<file path="config.mk">
export PLATFORM = sky130hd
export DESIGN_NAME = pu_queue_rd_ctrl
export DESIGN_NICKNAME = d
export VERILOG_FILES = /design/src/rtl/meta_package.sv /design/src/rtl/pu_queue_rd_ctrl.sv
export SDC_FILE = /design/constraint.sdc
export NUM_CORES = 1
export LEC_CHECK = 0
export ABC_AREA = 1
export CAP_MARGIN = 20
export CORE_UTILIZATION = 53
export DETAILED_ROUTE_END_ITERATION = 6
export PLACE_DENSITY = 0.85
export SLEW_MARGIN = 20
export SYNTH_ARGS = -nofsm -noshare
export SYNTH_HDL_FRONTEND = slang
export SYNTH_SLANG_ARGS = --single-unit
</file>
<file path="constraint.sdc">
create_clock -name clk -period 4.1 [get_ports clk]
set_input_delay 1.025 -clock clk [delete_from_list [all_inputs] [get_ports clk]]
set_output_delay 1.025 -clock clk [all_outputs]
set_load 0.1 [all_outputs]
</file>
<file path="src/rtl/meta_package.sv">
// rtl/meta_package.sv - shared payload types for the PU queue
package meta_package;

  // One queue entry as stored in the payload BRAM
  typedef logic [31:0] pu_queue_payload_type;

endpackage

</file>
<file path="src/rtl/pu_queue_rd_ctrl.sv">
// rtl/pu_queue_rd_ctrl.sv - PU queue read side: BRAM prefetch into a 2-entry registered output buffer
// Optional feature macro: PU_QUEUE_RD_FLUSH_EN (adds the flush input)
module pu_queue_rd_ctrl
  import meta_package::*;
#(
  parameter int DEPTH_NBITS = 4
) (
  input  logic                   clk,
  input  logic                   rst,
`ifdef PU_QUEUE_RD_FLUSH_EN
  input  logic                   flush,
`endif
  input  logic [DEPTH_NBITS:0]   wr_ptr,
  output logic [DEPTH_NBITS-1:0] ram_raddr,
  input  pu_queue_payload_type   ram_rdata,
  output logic                   out_valid,
  input  logic                   out_ready,
  output pu_queue_payload_type   out_data,
  output logic [DEPTH_NBITS:0]   rd_ptr,
  output logic                   empty
);

  typedef enum logic [1:0] {
    BUF_EMPTY = 2'd0,
    BUF_ONE   = 2'd1,
    BUF_TWO   = 2'd2
  } buf_state_t;

  localparam logic [DEPTH_NBITS:0] PTR_ONE = {{DEPTH_NBITS{1'b0}}, 1'b1};

  buf_state_t           state;
  logic [DEPTH_NBITS:0] fptr;
  logic                 inflight;
  pu_queue_payload_type buf_tail;

  logic                 pop;
  logic [1:0]           buf_cnt;
  logic [2:0]           occ;
  logic                 issue;

  assign ram_raddr = fptr[DEPTH_NBITS-1:0];
  assign empty     = (wr_ptr == rd_ptr);

  // Issue a BRAM read only when the fetched-but-unpopped count stays within the 2-entry buffer
  always_comb begin
    pop     = out_valid & out_ready;
    buf_cnt = 2'd0;
    case (state)
      BUF_ONE: buf_cnt = 2'd1;
      BUF_TWO: buf_cnt = 2'd2;
      default: buf_cnt = 2'd0;
    endcase
    occ   = {1'b0, buf_cnt} + {2'b00, inflight};
    issue = (fptr != wr_ptr) && (occ < (3'd2 + {2'b00, pop}));
  end

  // Pointers, in-flight tracking and output buffer FSM; head entry drives out_data directly
  always_ff @(posedge clk) begin
    if (rst) begin
      fptr      <= '0;
      rd_ptr    <= '0;
      inflight  <= 1'b0;
      state     <= BUF_EMPTY;
      out_valid <= 1'b0;
      out_data  <= '0;
      buf_tail  <= '0;
`ifdef PU_QUEUE_RD_FLUSH_EN
    end else if (flush) begin
      // Drop everything fetched so far and resynchronise both pointers to the writer
      fptr      <= wr_ptr;
      rd_ptr    <= wr_ptr;
      inflight  <= 1'b0;
      state     <= BUF_EMPTY;
      out_valid <= 1'b0;
`endif
    end else begin
      if (issue) begin
        fptr <= fptr + PTR_ONE;
      end
      // Read data returns the cycle after issue, so inflight doubles as the capture strobe
      inflight <= issue;
      if (pop) begin
        rd_ptr <= rd_ptr + PTR_ONE;
      end
      case (state)
        BUF_EMPTY: begin
          if (inflight) begin
            out_data  <= ram_rdata;
            state     <= BUF_ONE;
            out_valid <= 1'b1;
          end
        end
        BUF_ONE: begin
          if (inflight && pop) begin
            out_data <= ram_rdata;
          end else if (inflight) begin
            buf_tail <= ram_rdata;
            state    <= BUF_TWO;
          end else if (pop) begin
            state     <= BUF_EMPTY;
            out_valid <= 1'b0;
          end
        end
        BUF_TWO: begin
          // Capture without pop cannot occur here: issue is throttled to keep occupancy <= 2
          if (pop) begin
            out_data <= buf_tail;
            if (inflight) begin
              buf_tail <= ram_rdata;
            end else begin
              state <= BUF_ONE;
            end
          end
        end
        default: begin
          state     <= BUF_EMPTY;
          out_valid <= 1'b0;
        end
      endcase
    end
  end

endmodule

</file>
Word level (Yosys, flattened, before mapping)
Cells that the tools add are included. W data, S select, Z words.

$add $sub $neg: 4. $lt $le $gt $ge: 1. Eq/ne operators: 12. Muxes and demuxes: 21. Bitwise gates (word level): 2. Reduce and logical (&&, ||, !) cells: 9.

Operators by type and width (number): $mux W32 (6); $pmux W32 S3 (1); $pmux W32 S2 (1); $ne A2 B2 Y1 const B (7); $mux W2 (6); $add A5 B1 Y5 const B (2); $reduce_and A5 Y1 (2); $pmux W2 S3 (1); $eq A5 B5 Y1 (1); $ne A5 B5 Y1 (1); $mux W1 (4); $pmux W2 S2 (1); $reduce_and A4 Y1 (1); $add A2 B1 Y3 (1); $add A2 B1 Y3 const A (1); $lt A3 B3 Y1 (1); $ne A3 B3 Y1 const B (1); $pmux W1 S3 (1); $reduce_and A3 Y1 (1); $reduce_bool A3 Y1 (1); $eq A2 B1 Y1 const B (1); $eq A2 B2 Y1 const B (1); $logic_and A1 B1 Y1 (2); $logic_not A2 Y1 (1); other kinds (3) (3).

Flip-flop bits (word level): 78. Input port bits: 40. Output and inout port bits: 43. Word-level logic and storage cells: 56.

Logic depth before layout (Yosys ltp)
Word-level depth: 5. Mapped depth: 11. Gate-level depth less buffers: 10.

Worst setup path before layout
OpenSTA, ideal clock, no wires.

Path type: register to output. From: reg rd_ptr[0]. To: out empty. Arrival: 3.406 ns. Required time: 3.075 ns. Path slack: -0.331 ns. Stages on the path, launching flop included: 5. Buffers on the path: 0. Path through: dfxtp_1 inv_1 nand2_1 o2111ai_1 nor3_1.

Cells in the longest elaborated chain, start to end: 1.

Ends and longest elaborated chain: from (decl) (RTL line pu_queue_rd_ctrl.sv:19) `output logic [DEPTH_NBITS:0] rd_ptr,`; from (signal assigned) (RTL line pu_queue_rd_ctrl.sv:83) `rd_ptr <= rd_ptr + PTR_ONE;`; $eq A5 B5 Y1 (RTL line pu_queue_rd_ctrl.sv:42) `assign empty = (wr_ptr == rd_ptr);`; to (decl) (RTL line pu_queue_rd_ctrl.sv:20) `output logic empty`.

No other way between the ends.

Final worst setup path
From: in wr_ptr[3]. To: out empty.

Cells in the longest elaborated chain, start to end: 1.

Ends and longest elaborated chain: from (decl) (RTL line pu_queue_rd_ctrl.sv:13) `input logic [DEPTH_NBITS:0] wr_ptr,`; $eq A5 B5 Y1 (RTL line pu_queue_rd_ctrl.sv:42).

No other way between the ends.

==> impl_results.md <==
- PortBufs: 82
- Power per standard cell area: 592.8 nW/um2
- Routed via count: 3,283
- Die height: 82.68 um
- Clock buffer depth: 2
- DP Worst Slack: 0.8464 ns
- First-pass GRT wire length: 12.25 mm
- Peak supply drop: 0.4041 mV
- Fraction of the mapped netlist area in adder cells: 1.451%
- Setup TNS: 0 ns
- Cell row count: 29
- Drt first-iter violations: 210
- Setup Skew: 0.006681 ns
- Top Ports: 83
- Share of cells above drive strength 1: 5.151%
- Total nets after synthesis: 535
- Simple-gate area share of the yosys netlist: 18.90%
- Die area: 6835 um2
- Hold path cells: 2
- Slack of the critical path: 0.8406 ns
- Crit path kind: in2out
- Routed len/inst: 12.22 um
- Cts-stage hold buffer count: 0
- Distinct cells, synth: 21
- Post-DP HPWL: 5.005 mm
- Worst-Skew Late Latency: 0.35 ns
- Mux contribution to synthesized area: 0%
- Req. time, crit path: 3.07 ns
- Nets: 602
- Total track usage: 23.50%
- Max Cap Viol: 0
- Root buffer cell: clkbuf_8
- Synth Area in XOR/XNOR: 0.7617%
- Die Wd: 82.68 um
- CTS tree: yes
- PostCTS Resize Cnt: 0
- Avg Synthesized Cell Area: 7.026 um2
- Max transition margin: 32.86%
- Final Util: 72.08%
- Vias in the first global route: 2,913
- Worst hold path class: reg2reg
- Static leakage: 1.943 nW
- Crit-path max FO: 3
- Antenna viol nets, final: 0
- Synthesized area: 3450 um2
- Synth top area share: 45.27%
- Setup Buffers After CTS: 0
- Setup violations, final: 0
- Routed WL: 7.821 mm
- Achievable Freq: 306.8 MHz
- Clk slew on worst S/H paths: 0.07 ns
- Inserted Clock Buffers: 9
- Critical Path Start Type: primary input
- Initial antenna violation count: 0
- Initial core utilization: 54.64%
- Post-synthesis compound-gate area fraction: 22.56%
- RSZ-0062 raised after global routing: no
- Largest family of logic cells by synthesized area: compound AO/OA/AOI/OAI gates
- Diode count: 0
- Htree depth: 3
- Vias per Instance: 5.130
- Period minus WS final: 3.259 ns
- Cell count after synthesis: 491
- Crit. End Element: output port
- Pwr Total: 2.698 mW
- YS warnings: 0
- Worst-Margin Slew: 1.004 ns
- Flops & latches, synth: 78
- Synth area leader: dfxtp_1
- CORE AREA: 6314 um2
- Hold_ws: 0.5046 ns
- WP data arrival: 2.23 ns
- Count of final hold-check violations: 0
- Global route total overflow: 0
- Clk sink count: 78
- Area contributors post-synth: dfxtp_1 45%, o21ai_0 15%, nor2_1 8.8%, nand2_1 7.4%, a21oi_1 6.7%
- Fin crit share: 79.50%
- Final GP Congestion: 0.7954
- Max Slew Vio Count: 0
- # DRC: 0
- P&R area growth vs syn: 31.92%
- Largest net degree at the start of global routing: 59
- Worst reg-to-reg path cell count: 10
- First-pass iteration count of the detailed router: 4
- Register area share after synthesis: 45.27%
- Outcome: finished, final reports clean
[per-stage QoR]
step	instance area (um2)	std cells
2_1_floorplan	3455	491
3_3_place_gp	4255	623
3_5_place_dp	4255	623
4_1_cts	4536	639
5_1_grt	4551	640
6_report	4551	640
[layer usage]
| layer | share of wire (%) | wire length [um] | track usage, % | vias up |
|---|---|---|---|---|
| met5 | 0 | 0 | 0 | - |
| met4 | 1.0 | 81 | 9.828 | 0 |
| met3 | 4.8 | 375 | 4.176 | 9 |
| met2 | 48 | 3748 | 42.46 | 78 |
| met1 | 46 | 3616 | 27.02 | 1489 |
| li1 | - | - | - | 1707 |
[critical path, cell delays in order]
cell	delay, ns
clkdlybuf4s50_1	0.51
inv_1	0.07
nand2_1	0.05
o2111ai_1	0.12
nor3_2	0.24
buf_12	0.21
[cell families (layout without fill, tap and decap cells)]
family,Yosys count,in the layout
compound gates,151,151
xor+xnor,3,3
fa+ha+maj,4,4
buf+inv,88,160
flops,78,78
simple gates,167,167
[placed cells by master, fill, tap and decap left out]
cell,count
a21oi_1,46
a21oi_4,1
buf_12,1
buf_4,5
buf_8,1
bufinv_16,4
clkbuf_8,11
clkdlybuf4s50_1,81
clkinv_1,1
clkinv_4,1
dfxtp_1,78
ha_1,4
inv_1,53
inv_2,2
nand2_1,68
nand3_1,14
nor2_1,80
nor2_2,1
nor2_4,1
nor3_1,1
nor3_2,1
nor4_1,1
o2111ai_1,3
o21ai_0,100
o21ai_1,1
xnor2_1,2
xor2_1,1
[flip-flops by register name, indices dropped and copies added, names as in the netlist]
name and cells:
buf_tail 32, out_data 32, fptr 5, rd_ptr 5
state 2, inflight 1, out_valid 1
[Yosys cell counts]
cell type and count:
xnor2_1 2, buf_2 11, buf_6 3, nor3_1 2, o2111ai_1 3, xor2_1 1
clkbuf_1 14, nor4_1 1, ha_1 4, a21oi_4 1, nor2_1 81, nand3_1 14
o21ai_1 1, nor2_2 1, inv_2 2, a21oi_1 46, buf_4 4, dfxtp_1 78
nand2_1 68, o21ai_0 100, inv_1 54
[layout make-up]
type | instances | area (um2)
inverters | 56 | 210.2
well taps | 77 | 96.34
repair buffers | 88 | 883.3
multi-input cells | 325 | 1519
clock inverters | 5 | 128.9
flip-flops and latches | 78 | 1562
fillers | 518 | 1763
clock buffers | 11 | 151.4
[path summary, 6_finish.rpt]
| path | end | startpoint | slack [ns] |
|---|---|---|---|
| worst min register to register | out_valid$_SDFFE_PP0P_ | out_valid$_SDFFE_PP0P_ | 0.50 |
| worst min-delay path | out_valid$_SDFFE_PP0P_ | out_valid$_SDFFE_PP0P_ | 0.50 |
| worst max register to register | fptr[3]$_SDFFE_PP0P_ | state[1]$_SDFFE_PP0P_ | 1.73 |
| worst max-delay path | empty | wr_ptr[3] | 0.84 |
[power breakdown]
part | internal (mW) | total, mW | leakage, nW | switching, mW
clock | 0.500 | 0.778 | 0.140 | 0.278
sequential | 0.869 | 0.941 | 0.641 | 0.0721
combinational | 0.244 | 0.979 | 1.16 | 0.735
No activity file was read; power rests on OpenSTA's default activity.
